<file path="src/rtl/pwm_ctrl_pkg.sv">
// Shared types and constants for the PWM controller: FSM encoding and
// the minimum legal period derived from the dead time.
package pwm_ctrl_pkg;

  typedef enum logic [1:0] {
    IDLE       = 2'd0,
    SOFT_START = 2'd1,
    RUN        = 2'd2,
    FAULT      = 2'd3
  } state_t;

  // Shortest period that still fits a dead band on both edges plus one on-cycle.
  function automatic int min_period(input int dead_time);
    return 2 * dead_time + 1;
  endfunction

  localparam int DEAD_TIME_DEFAULT  = 4;
  localparam int MIN_PERIOD_DEFAULT = min_period(DEAD_TIME_DEFAULT);

endpackage

</file>
<file path="src/rtl/dead_time_gen.sv">
// Break-before-make generator: turns the raw PWM level into a registered
// complementary drive pair with a dead band after every raw edge.
module dead_time_gen #(
  parameter int DEAD_TIME = 4
) (
  input  logic clk,
  input  logic rst_n,
  input  logic raw,
  input  logic active,
  input  logic sync,
  output logic ctrl,
  output logic ctrl_n
);

  localparam int DT_W = $clog2(DEAD_TIME + 1);
  localparam logic [DT_W-1:0] DT_LOAD = DT_W'(DEAD_TIME);
  localparam logic [DT_W-1:0] DT_ONE  = DT_W'(1);

  logic            raw_q;
  logic [DT_W-1:0] dt_q, dt_d;
  logic            ctrl_q, ctrl_d;
  logic            ctrl_n_q, ctrl_n_d;

  // sync restarts the dead band at each period boundary, so 0 % and 100 %
  // duty still get the same per-period blanking as ordinary edges.
  always_comb begin
    dt_d     = '0;
    ctrl_d   = 1'b0;
    ctrl_n_d = 1'b0;
    if (active) begin
      if ((raw != raw_q) || sync) begin
        dt_d = DT_LOAD;
      end else if (dt_q > DT_ONE) begin
        dt_d = dt_q - DT_ONE;
      end else begin
        ctrl_d   = raw;
        ctrl_n_d = ~raw;
      end
    end
  end

  always_ff @(posedge clk or negedge rst_n) begin
    if (!rst_n) begin
      raw_q    <= 1'b0;
      dt_q     <= '0;
      ctrl_q   <= 1'b0;
      ctrl_n_q <= 1'b0;
    end else begin
      raw_q    <= raw;
      dt_q     <= dt_d;
      ctrl_q   <= ctrl_d;
      ctrl_n_q <= ctrl_n_d;
    end
  end

  assign ctrl   = ctrl_q;
  assign ctrl_n = ctrl_n_q;

endmodule

</file>
<file path="src/rtl/pwm_ctrl.sv">
// PWM controller: idle / soft-start / run / latched-fault sequencing,
// period-synchronous duty and period updates, dead-time protected outputs.
module pwm_ctrl
  import pwm_ctrl_pkg::*;
#(
  parameter int CNT_WIDTH = 16,
  parameter int DEAD_TIME = DEAD_TIME_DEFAULT,
  parameter int SS_STEP   = 8
) (
  input  logic                 clk,
  input  logic                 rst_n,
  input  logic                 en,
  input  logic [CNT_WIDTH-1:0] period,
  input  logic [CNT_WIDTH-1:0] duty,
  input  logic                 duty_wr,
  input  logic                 fault,
  input  logic                 fault_clr,
  output logic                 ctrl,
  output logic                 ctrl_n,
  output logic                 period_start,
  output logic [1:0]           state,
  output logic [CNT_WIDTH-1:0] duty_act
);

  localparam logic [CNT_WIDTH-1:0] MIN_PER = CNT_WIDTH'(min_period(DEAD_TIME));
  localparam logic [CNT_WIDTH:0]   STEP_X  = (CNT_WIDTH+1)'(SS_STEP);

  state_t               state_q, state_d;
  logic [CNT_WIDTH-1:0] cnt_q, cnt_d;
  logic [CNT_WIDTH-1:0] period_act_q, period_act_d;
  logic [CNT_WIDTH-1:0] duty_act_q, duty_act_d;
  logic [CNT_WIDTH-1:0] shadow_q, shadow_d;

  logic [CNT_WIDTH-1:0] period_clamped;
  logic [CNT_WIDTH:0]   tgt_x, ss_sum_x, ss_next_x;
  logic                 running_q, running_d, wrap, raw;

  assign period_clamped = (period < MIN_PER) ? MIN_PER : period;

  // Extra MSB keeps period_act+1 and duty_act+SS_STEP from wrapping.
  always_comb begin
    tgt_x     = {1'b0, period_act_q} + 1'b1;
    if ({1'b0, shadow_q} < tgt_x) tgt_x = {1'b0, shadow_q};
    ss_sum_x  = {1'b0, duty_act_q} + STEP_X;
    ss_next_x = (ss_sum_x < tgt_x) ? ss_sum_x : tgt_x;
  end

  assign running_q = (state_q == SOFT_START) || (state_q == RUN);
  assign wrap      = running_q && (cnt_q == period_act_q);

  always_comb begin
    state_d      = state_q;
    cnt_d        = cnt_q;
    period_act_d = period_act_q;
    duty_act_d   = duty_act_q;
    shadow_d     = duty_wr ? duty : shadow_q;
    case (state_q)
      IDLE: begin
        cnt_d = '0;
        if (fault) begin
          state_d    = FAULT;
          duty_act_d = '0;
        end else if (en) begin
          state_d      = SOFT_START;
          period_act_d = period_clamped;
          duty_act_d   = '0;
        end
      end
      SOFT_START, RUN: begin
        if (fault) begin
          state_d    = FAULT;
          cnt_d      = '0;
          duty_act_d = '0;
        end else if (!en) begin
          state_d    = IDLE;
          cnt_d      = '0;
          duty_act_d = '0;
        end else if (wrap) begin
          cnt_d        = '0;
          period_act_d = period_clamped;
          if (state_q == SOFT_START) begin
            duty_act_d = ss_next_x[CNT_WIDTH-1:0];
            if (ss_next_x == tgt_x) state_d = RUN;
          end else begin
            duty_act_d = tgt_x[CNT_WIDTH-1:0];
          end
        end else begin
          cnt_d = cnt_q + 1'b1;
        end
      end
      FAULT: begin
        cnt_d      = '0;
        duty_act_d = '0;
        if (fault_clr && !fault) state_d = IDLE;
      end
      default: state_d = IDLE;
    endcase
  end

  always_ff @(posedge clk or negedge rst_n) begin
    if (!rst_n) begin
      state_q      <= IDLE;
      cnt_q        <= '0;
      period_act_q <= '0;
      duty_act_q   <= '0;
      shadow_q     <= '0;
    end else begin
      state_q      <= state_d;
      cnt_q        <= cnt_d;
      period_act_q <= period_act_d;
      duty_act_q   <= duty_act_d;
      shadow_q     <= shadow_d;
    end
  end

  // Drives are gated by both current and next state: they drop on the edge
  // that leaves RUN/SOFT_START and only start once the state has settled.
  assign running_d = (state_d == SOFT_START) || (state_d == RUN);
  assign raw       = ({1'b0, cnt_q} < {1'b0, duty_act_q});

  assign period_start = running_q && (cnt_q == '0);
  assign state        = state_q;
  assign duty_act     = duty_act_q;

  dead_time_gen #(
    .DEAD_TIME(DEAD_TIME)
  ) u_dead_time (
    .clk   (clk),
    .rst_n (rst_n),
    .raw   (raw),
    .active(running_q && running_d),
    .sync  (period_start),
    .ctrl  (ctrl),
    .ctrl_n(ctrl_n)
  );

endmodule

</file>
<file path="config.mk">
export PLATFORM = sky130hd
export DESIGN_NAME = pwm_ctrl
export DESIGN_NICKNAME = d
export VERILOG_FILES = /design/src/rtl/pwm_ctrl_pkg.sv /design/src/rtl/dead_time_gen.sv /design/src/rtl/pwm_ctrl.sv
export SDC_FILE = /design/constraint.sdc
export NUM_CORES = 1
export LEC_CHECK = 0
export BUFFER_PORTS_ARGS = -buffer_cell sky130_fd_sc_hd__buf_4
export CAP_MARGIN = 0
export CORE_MARGIN = 5
export CORE_UTILIZATION = 35
export CTS_BUF_LIST = sky130_fd_sc_hd__clkbuf_4
export DETAILED_ROUTE_END_ITERATION = 8
export MAX_ROUTING_LAYER = met4
export PLACE_DENSITY = 0.5
export SLEW_MARGIN = 20
export SYNTH_ARGS = -nofsm -noshare
export SYNTH_HDL_FRONTEND = slang
export SYNTH_SLANG_ARGS = --single-unit
export TNS_END_PERCENT = 5
</file>
<file path="constraint.sdc">
create_clock -name clk -period 7.9 [get_ports clk]
set_clock_uncertainty 0.1 [all_clocks]
set_input_delay 0.79 -clock clk [delete_from_list [all_inputs] [get_ports clk]]
set_output_delay 0.79 -clock clk [all_outputs]
set_load 0.01 [all_outputs]
</file>
==> reports/metrics.csv, run 1 <==
metric,value,unit
status,finished clean,
"Avg Cell Area, Syn",8.69,sq um
Post-Synthesis Cells,686,
synthesized net count,779,
switching part of the total,0.493,
synth cell count leaders,"dfrtp_1, ha_1, inv_1, nand2_1, o21ai_0",
Final Worst Setup Slack,1070,ps
Final Critical Period,6830,ps
Die Area,0.0197,sq mm
PwrDens,316,mW/mm^2
Starting Density,0.358,
startpoint types,flip-flop,
Detailed Route WL,18700,um
met3 usage in global routing,0.0276,
drt first-iter violations,388,
clock tree buffer depth,2,
# resized after CTS,0,
Slew @ Worst Pin,1090,ps
port bufs,58,
largest family of logic cells by synthesized area,simple AND/OR/NAND/NOR gates,
Synth Warn #,0,
largest net degree at the start of global routing,73,
Remaining DRCs,0,
multiplexer share of the synthesized area,0.0540,
vias in the first global route,5400,
Syn-to-layout area delta,13.0,%
Post-synth EDFFs,0,
CP max FO,25,
RePlAce Congestion,0.942,
GRT Max-Usage Layer,met2,
Clock power frac,0.133,
# clock sinks,72,
die extent in x,140,um
Compound-Gate Fraction of Synth Area,0.168,
# Post-CTS Setup Buffers,0,
"count leader, synth",dfrtp_1,
Critical Path End Type,flip-flop,
Yosys top cell by area,dfrtp_1,
final hold viol count,0,
Final Setup Violations,0,
"Seq/Total Area, Yosys",0.302,
worst path arrival time,7130,ps
RSZ-0062 raised after global routing,no,
clock root cell,clkbuf_4,
simple-gate share of the synthesized area,0.215,
area post-placement,0.00654,sq mm
# rows,47,
Max Cap Viol,0,
initial antenna violation count,1,
Layout Cell Area excl Fill,0.00673,sq mm
drt first pass iters,5,
net switching power,0.00105,W
data required time at the worst endpoint,8200,ps
"top cells by area, synth","dfrtp_1, ha_1, xnor2_1, mux2_2, o21ai_0",
total number of vias,5425,
sequential power share,0.275,
P_leak,2.98,nW
Fin Setup TNS,0,ps
post-DP HPWL,14800,um
Comb power frac,0.591,
Yosys top cell area share,0.302,
number of fill cells,1685,
worst min path class,in2async,
total gr overflow,0,
cell area after synthesis,0.00596,sq mm
synth unique cells,68,
core area,0.0166,sq mm
die height,140,um
"IR drop worst, VDD",128,uV
Post-synth ARST share,1.00,
max-slew violations,0,
final worst-path cycle share,0.865,
Crit Path Class,reg2reg,
Synth Area in XOR/XNOR,0.0880,
worst skew pair latency,490,ps
FMAX,0.146,GHz
CTS tree,yes,
H-tree levels,3,
first-pass GRT wire length,30000,um
post-route ant nets,0,
Hold Buf Count CTS,0,
"FF+latch count, synth",72,
"Top FF cell, synth",dfrtp_1,
CTS buffer count,9,
met2 global-route usage,0.292,
M1 GR Usage,0.272,
Tot GR Track Use,0.199,
layout cells sized above 1,0.163,
DR vias/cell,5.70,
adder-cell share of the synthesized area,0.115,
Ports,59,
Final nets,818,
"worst slack, placed",1260,ps
clk slew on worst S/H paths,130,ps
Int Pwr,0.00108,W
slew margin rel.,0.270,
Avg WL per Cell,19.7,um
placed cells by master, fill, tap and decap left out, types with 7 or more instances in the layout:
cell type / netlist / layout
o21ai_0: 45 / 45
nor4_1: 20 / 20
dfrtp_1: 72 / 72
inv_1: 51 / 51
a21o_1: 18 / 18
buf_4: 1 / 60
mux2_2: 25 / 25
nand4_1: 26 / 26
xnor2_1: 41 / 41
xor2_1: 17 / 17
nand3_1: 30 / 30
ha_1: 55 / 55
a21oi_1: 33 / 33
nor2_1: 38 / 38
and3_1: 14 / 14
nor3_1: 10 / 10
clkbuf_4: 0 / 9
nand2_1: 51 / 51
and4_1: 7 / 7
logic make-up (layout without fill, tap and decap cells):
group / Yosys count / after routing
other: 1 / 2
XOR/XNOR: 59 / 59
adder cells (fa/ha/maj): 55 / 55
AND/OR/NAND/NOR: 234 / 234
flip-flops: 72 / 72
multiplexers: 29 / 29
AO/OA/AOI/OAI: 152 / 152
buffers and inverters: 84 / 128
registers in the layout (all words and copies together), names as in the netlist:
signal and count:
u_dead_time.raw_q 1, u_dead_time.ctrl_n 1, period_act_q 16, cnt_q 16, u_dead_time.dt_q 3, state 2
duty_act 16, shadow_q 16, u_dead_time.ctrl 1
critical path, cell delays in order, from the launching register on:
cell and delay [ps]:
dfrtp_1 590, ha_1 270, and3_1 310, nand4_1 140, xor2_1 430, ha_1 220
o211a_1 140, a211oi_1 60, o211ai_1 880, nand3_2 670, a21oi_1 400, ha_1 300
a21o_1 190, a21o_1 170, a21oi_1 120, o21ai_0 90, a21oi_1 150, o31a_1 380
nand2_1 520, o21bai_1 430, nand2_1 80, o21ai_0 90
cell type report:
| class | count | area, sq um | share of cell area |
|---|---|---|---|
| antenna | 1 | 2.50 | 0.000372 |
| inverter | 51 | 191 | 0.0284 |
| multi-input combinational | 530 | 3820 | 0.567 |
| clock buffer | 9 | 67.6 | 0.0100 |
| clock inverter | 7 | 95.1 | 0.0141 |
| tap | 220 | 275 | 0.0409 |
| sequential | 72 | 1800 | 0.268 |
| timing repair buffer | 61 | 478 | 0.0710 |
power groups by stage:
stage / clock network, W / logic [W] / registers [W]
after global placement: 0 / 0.00122 / 0.000591
after detailed placement: 0 / 0.00124 / 0.000592
after CTS: 0.000293 / 0.00125 / 0.000584
final: 0.000284 / 0.00126 / 0.000586
after global routing: 0.000310 / 0.00139 / 0.000598
after floorplan: 0 / 0.000949 / 0.000523
metrics by stage:
step / util / hold WS, ps / cells / power [W]
after CTS: 0.403 / 364 / 949 / 0.00213
after detailed placement: 0.393 / 378 / 933 / 0.00183
after global routing: 0.404 / 139 / 951 / 0.00230
after floorplan: - / 364 / 686 / 0.00147
final: 0.404 / 124 / 951 / 0.00213
after global placement: 0.393 / 376 / 933 / 0.00181
path summary, 6_finish.rpt:
path | from | slack [ps] | cells after the start | endpoint
setup / recovery | period_act_q[0]$_DFFE_PN0P_ | 1070 | 21 | duty_act[1]$_DFFE_PN0P_
hold / removal | rst_n | 120 | 1 | period_act_q[11]$_DFFE_PN0P_
setup reg to reg | period_act_q[0]$_DFFE_PN0P_ | 1070 | 21 | duty_act[1]$_DFFE_PN0P_
hold reg to reg | u_dead_time.raw_q$_DFF_PN0_ | 400 | 1 | u_dead_time.ctrl_n$_DFF_PN0_
max in group asynchronous | rst_n | 7010 | 2 | duty_act[5]$_DFFE_PN0P_
min in group clk | u_dead_time.raw_q$_DFF_PN0_ | 400 | 1 | u_dead_time.ctrl_n$_DFF_PN0_
routing by layer:
metal | wire, um | up-vias | share of wire
li1 | - | 2589 | -
met1 | 8720 | 2586 | 0.47
met2 | 8280 | 200 | 0.44
met3 | 1060 | 50 | 0.057
met4 | 664 | 0 | 0.035
met5 | 0 | - | 0
No activity file was read; power rests on OpenSTA's default activity.
==> run 2: changes to the inputs <==
--- a/config.mk
+++ b/config.mk
@@ -13,6 +13,7 @@
 export DETAILED_ROUTE_END_ITERATION = 8
 export MAX_ROUTING_LAYER = met4
 export PLACE_DENSITY = 0.5
+export RECOVER_POWER = 50
 export SLEW_MARGIN = 20
 export SYNTH_ARGS = -nofsm -noshare
 export SYNTH_HDL_FRONTEND = slang
==> reports/metrics.csv, run 2 (synthesis results as in run 1) <==
metric,value,unit,change
post-route ant nets,0,,unchanged
data required time at the worst endpoint,8200,ps,about the same
RSZ-0062 raised after global routing,no,,unchanged
switching part of the total,0.493,,about the same
P_leak,2.96,nW,was 2.98 nW
final hold viol count,0,,unchanged
Tot GR Track Use,0.199,,unchanged
RePlAce Congestion,0.942,,unchanged
Fin Hold WS,401,ps,was 124 ps
die extent in x,140,um,unchanged
CTS tree,yes,,unchanged
clk slew on worst S/H paths,130,ps,about the same
sequential power share,0.276,,was 0.275
Die Area,0.0197,sq mm,unchanged
Slowest cell on crit path,o211ai_1,,unchanged
Final Critical Period,6800,ps,was 6830 ps
FMAX,0.147,GHz,was 0.146 GHz
Detailed Route WL,18700,um,about the same
core area,0.0166,sq mm,unchanged
Final Worst Setup Slack,1100,ps,was 1070 ps
worst min path class,reg2reg,,was in2async
CTS buffer count,9,,unchanged
DR vias/cell,5.69,,was 5.70
port bufs,58,,unchanged
drt first-iter violations,471,,was 388
Slew @ Worst Pin,2450,ps,was 1090 ps
Ports,59,,unchanged
initial antenna violation count,1,,unchanged
die height,140,um,unchanged
CP max FO,25,,unchanged
CP max stage delay,870,ps,was 880 ps
# Post-CTS Setup Buffers,0,,unchanged
Max Cap Viol,2,,was 0
total gr overflow,0,,unchanged
Buf/Inv on CP,0,,unchanged
Final Setup Violations,0,,unchanged
Comb power frac,0.591,,about the same
clock root cell,clkbuf_4,,unchanged
layout cells sized above 1,0.159,,was 0.163
vias in the first global route,5400,,unchanged
Clock power frac,0.133,,about the same
Starting Density,0.358,,unchanged
Critical Path End Type,flip-flop,,unchanged
# rows,47,,unchanged
clock tree buffer depth,2,,unchanged
failing checks,"max-capacitance violations, max-slew violations",,
most frequent cells in the layout,"dfrtp_1, buf_4, ha_1",,unchanged
Avg WL per Cell,19.6,um,was 19.7 um
startpoint types,flip-flop,,unchanged
max-slew violations,75,,was 0
"delay-heaviest family, CP",compound AO/OA/AOI/OAI gates,,unchanged
Finished Core Util,0.403,,was 0.404
crit path cell chain,"ha_1, and3_1, nand4_1, xor2_1, ha_1, o211a_1, a211oi_1, o211ai_1, nand3_2, a21oi_1, ha_1, a21o_1, a21o_1, a21oi_1, o21ai_0, a21oi_1, o31a_1, nand2_1, o21bai_1, nand2_1, o21ai_0",,unchanged
largest net degree at the start of global routing,73,,unchanged
worst path arrival time,7090,ps,was 7130 ps
slew margin rel.,-0.633,,was 0.270
H-tree levels,3,,unchanged
post-DP HPWL,14800,um,unchanged
# clock sinks,72,,unchanged
"worst slack, placed",1260,ps,unchanged
area post-placement,0.00654,sq mm,unchanged
Final nets,818,,unchanged
Fin Setup TNS,0,ps,unchanged
drt first pass iters,5,,unchanged
status,"finished, violations left",,was finished clean
Hold Buf Count CTS,0,,unchanged
# resized after CTS,0,,unchanged
Remaining DRCs,0,,unchanged
Layout Cell Area excl Fill,0.00670,sq mm,was 0.00673 sq mm
Int Pwr,0.00108,W,about the same
Syn-to-layout area delta,12.5,%,was 13.0%
"IR drop worst, VDD",128,uV,about the same
"commonest non-fill, non-tap cell in the layout",dfrtp_1,,unchanged
net switching power,0.00105,W,about the same
first-pass GRT wire length,30000,um,unchanged
total number of vias,5410,,"was 5,425"
final worst-path cycle share,0.861,,was 0.865
PwrDens,317,mW/mm^2,was 316 mW/mm^2
worst skew pair latency,480,ps,was 490 ps
Crit Path Class,reg2reg,,unchanged
## run 2: worst register-to-register path: cells and delay by family, from the launching register on
| kind | cells | cell delay (ps) |
|---|---|---|
| AOI/OAI and AO/OA | 12 | 3110 |
| and+or+nand+nor | 5 | 1730 |
| adders and majority gates | 3 | 780 |
| DFF | 1 | 580 |
| xor gates and xnor gates | 1 | 420 |
## run 2: path summary, 6_finish.rpt
kind / start / to / slack, ps / depth (start not counted)
worst max-delay path: period_act_q[0]$_DFFE_PN0P_ / duty_act[2]$_DFFE_PN0P_ / 1100 / 21
worst min-delay path: u_dead_time.raw_q$_DFF_PN0_ / u_dead_time.ctrl_n$_DFF_PN0_ / 400 / 1
worst max register to register: period_act_q[0]$_DFFE_PN0P_ / duty_act[2]$_DFFE_PN0P_ / 1100 / 21
worst min register to register: u_dead_time.raw_q$_DFF_PN0_ / u_dead_time.ctrl_n$_DFF_PN0_ / 400 / 1
max in group asynchronous: rst_n / duty_act[5]$_DFFE_PN0P_ / 4140 / 2
min in group asynchronous: rst_n / shadow_q[0]$_DFFE_PN0P_ / 580 / 1
## run 2: final cells by class
class	instances	area, sq um
timing repair buffer	61	447
inverter	51	191
clock buffer	9	67.6
fill	1688	9940
tap	220	275
multi-input combinational	530	3820
antenna	1	2.50
sequential	72	1800
clock inverter	7	95.1
## run 2: power groups by stage
stage / clock (W) / combinational, W / sequential, W
after floorplan: 0 / 0.000949 / 0.000523
after global placement: 0 / 0.00122 / 0.000591
after detailed placement: 0 / 0.00124 / 0.000592
after CTS: 0.000293 / 0.00125 / 0.000584
after global routing: 0.000310 / 0.00139 / 0.000598
final: 0.000283 / 0.00126 / 0.000586
## run 2: layer usage
metal  track usage  vias to the layer above  routed length (um)  part of all wire
met3        0.0276                       47                 939             0.050
li1              -                     2588                   -                 -
met4        0.0892                        0                 666             0.036
met2         0.292                      184                8280              0.44
met1         0.272                     2591                8790              0.47
met5             -                        -                   0                 0
## run 2: per-stage QoR
stage                     std cells  power, W
after global routing            951   0.00230
after CTS                       949   0.00213
after detailed placement        933   0.00183
after floorplan                 686   0.00147
after global placement          933   0.00181
final                           951   0.00212
==> run 3: changes to the inputs <==
--- a/config.mk
+++ b/config.mk
@@ -7,12 +7,13 @@
 export LEC_CHECK = 0
 export BUFFER_PORTS_ARGS = -buffer_cell sky130_fd_sc_hd__buf_4
 export CAP_MARGIN = 0
+export CORE_ASPECT_RATIO = 1.75
 export CORE_MARGIN = 5
-export CORE_UTILIZATION = 35
+export CORE_UTILIZATION = 60
 export CTS_BUF_LIST = sky130_fd_sc_hd__clkbuf_4
 export DETAILED_ROUTE_END_ITERATION = 8
 export MAX_ROUTING_LAYER = met4
-export PLACE_DENSITY = 0.5
+export PLACE_DENSITY = 0.79
 export RECOVER_POWER = 50
 export SLEW_MARGIN = 20
 export SYNTH_ARGS = -nofsm -noshare
==> reports/metrics.csv, run 3 (synthesis results as in run 1) <==
metric,value,unit,change
initial antenna violation count,1,,unchanged
worst skew pair latency,450,ps,was 480 ps
Detailed Route WL,18000,um,"was 18,700 um"
hold wc startpoint,u_dead_time.raw_q$_DFF_PN0_,,unchanged
core area,0.00979,sq mm,was 0.0166 sq mm
drt first-iter violations,389,,was 471
CP max FO,25,,unchanged
most frequent cells in the layout,"dfrtp_1, buf_4, ha_1",,unchanged
post-DP HPWL,14100,um,"was 14,800 um"
# Post-CTS Setup Buffers,0,,unchanged
worst min path class,reg2reg,,unchanged
first-pass GRT wire length,28500,um,"was 30,000 um"
"delay-heaviest family, CP",simple AND/OR/NAND/NOR gates,,was compound AO/OA/AOI/OAI gates
slew margin rel.,-1.57,,was -0.633
RSZ-0062 raised after global routing,no,,unchanged
final worst-path cycle share,0.862,,was 0.861
# resized after CTS,0,,unchanged
Final Critical Period,6810,ps,was 6800 ps
status,"finished, violations left",,unchanged
CTS tree,yes,,unchanged
Remaining DRCs,0,,unchanged
Avg WL per Cell,21.0,um,was 19.6 um
Fin Setup TNS,0,ps,unchanged
clock root cell,clkbuf_4,,unchanged
post-route ant nets,0,,unchanged
Final Setup Violations,0,,unchanged
final hold viol count,0,,unchanged
CP max stage delay,740,ps,was 870 ps
PwrDens,318,mW/mm^2,was 317 mW/mm^2
Die Area,0.0121,sq mm,was 0.0197 sq mm
"commonest non-fill, non-tap cell in the layout",dfrtp_1,,unchanged
Slew @ Worst Pin,3860,ps,was 2450 ps
failing checks,"max-capacitance violations, max-slew violations",,unchanged
Reg2Reg Depth,22,,was 21
vias in the first global route,5666,,"was 5,400"
Buf/Inv on CP,0,,unchanged
clock tree buffer depth,2,,unchanged
DR vias/cell,6.61,,was 5.69
P_leak,2.95,nW,was 2.96 nW
max-slew violations,73,,was 75
Critical Path End Type,flip-flop,,unchanged
die height,142,um,was 140 um
Crit Path Class,reg2reg,,unchanged
data required time at the worst endpoint,8160,ps,was 8200 ps
Critical Path Source,period_act_q[0]$_DFFE_PN0P_,,unchanged
Syn-to-layout area delta,10.1,%,was 12.5%
Final nets,817,,was 818
worst reg2reg path startpoint,period_act_q[0]$_DFFE_PN0P_,,unchanged
largest net degree at the start of global routing,73,,unchanged
die extent in x,85.3,um,was 140 um
RePlAce Congestion,0.950,,was 0.942
startpoint types,flip-flop,,unchanged
CTS buffer count,9,,unchanged
worst path arrival time,7070,ps,was 7090 ps
crit path cell chain,"ha_1, and3_1, nand4_1, xor2_1, ha_1, a21o_1, a221oi_2, or4b_1, nand3_2, nor2_1, a21oi_1, ha_1, a21o_1, a21o_1, a21oi_1, o21ai_0, a21oi_1, o31a_1, nand2_1, o21bai_1, nand2_1, o21ai_0",,"was ha_1, and3_1, nand4_1, xor2_1, ha_1, o211a_1, a211oi_1, o211ai_1, nand3_2, a21oi_1, ha_1, a21o_1, a21o_1, a21oi_1, o21ai_0, a21oi_1, o31a_1, nand2_1, o21bai_1, nand2_1, o21ai_0"
layout cells sized above 1,0.159,,about the same
Starting Density,0.609,,was 0.358
Max Cap Viol,1,,was 2
# clock sinks,72,,unchanged
"IR drop worst, VDD",278,uV,was 128 uV
clk slew on worst S/H paths,140,ps,was 130 ps
Cells on Worst Hold Path,1,,unchanged
Finished Core Util,0.670,,was 0.403
Hold Buf Count CTS,0,,unchanged
port bufs,58,,unchanged
total number of vias,5653,,"was 5,410"
Slowest cell on crit path,or4b_1,,was o211ai_1
Ports,59,,unchanged
FMAX,0.147,GHz,about the same
H-tree levels,3,,unchanged
CP Depth,22,,was 21
drt first pass iters,5,,unchanged
total gr overflow,0,,unchanged
Tot GR Track Use,0.310,,was 0.199
# rows,48,,was 47
## run 3: cell count changes in the layout (fill, tap and decap cells not counted)
| cell | change |
|---|---|
| clkbuf_4 | +1 |
| clkbuf_1 | -1 |
| bufinv_16 | -1 |
| clkinv_4 | +1 |
| clkinv_2 | -1 |
## run 3: layer usage
metal | vias up | GRT usage | part of all wire
li1 | 2590 | - | -
met1 | 2714 | 0.336 | 0.37
met2 | 277 | 0.519 | 0.50
met3 | 72 | 0.0453 | 0.059
met4 | 0 | 0.209 | 0.068
met5 | - | - | 0
## run 3: cell type report
cell class	instances	area (sq um)
sequential	72	1800
tap	125	156
multi-input combinational	530	3820
clock buffer	10	75.1
clock inverter	6	68.8
timing repair buffer	60	443
inverter	51	191
antenna	1	2.50
fill	846	3230
## run 3: metrics by stage
step           instance area, sq um  hold slack (ps)  power, W  setup WS [ps]  instances
6_report                       6560              393   0.00209           1090        855
5_1_grt                        6560              426   0.00224            539        855
4_1_cts                        6560              370   0.00206           1190        854
3_5_place_dp                   6420              382   0.00181           1260        838
3_3_place_gp                   6420              376   0.00177           1510        838
2_1_floorplan                  5960              364   0.00147           2430        686
## run 3: worst paths after layout
kind,end,slack (ps)
hold reg to reg,u_dead_time.ctrl_n$_DFF_PN0_,390
min in group asynchronous,shadow_q[13]$_DFFE_PN0P_,1550
hold / removal,u_dead_time.ctrl_n$_DFF_PN0_,390
setup / recovery,duty_act[1]$_DFFE_PN0P_,1090
setup reg to reg,duty_act[1]$_DFFE_PN0P_,1090
max in group asynchronous,shadow_q[11]$_DFFE_PN0P_,3950
## run 3: report_power, final
| group | leakage (nW) | internal [W] | switching, W |
|---|---|---|---|
| registers | 0.931 | 0.000441 | 0.000142 |
| clock network | 0.0770 | 0.000102 | 0.000145 |
| logic | 1.94 | 0.000511 | 0.000745 |
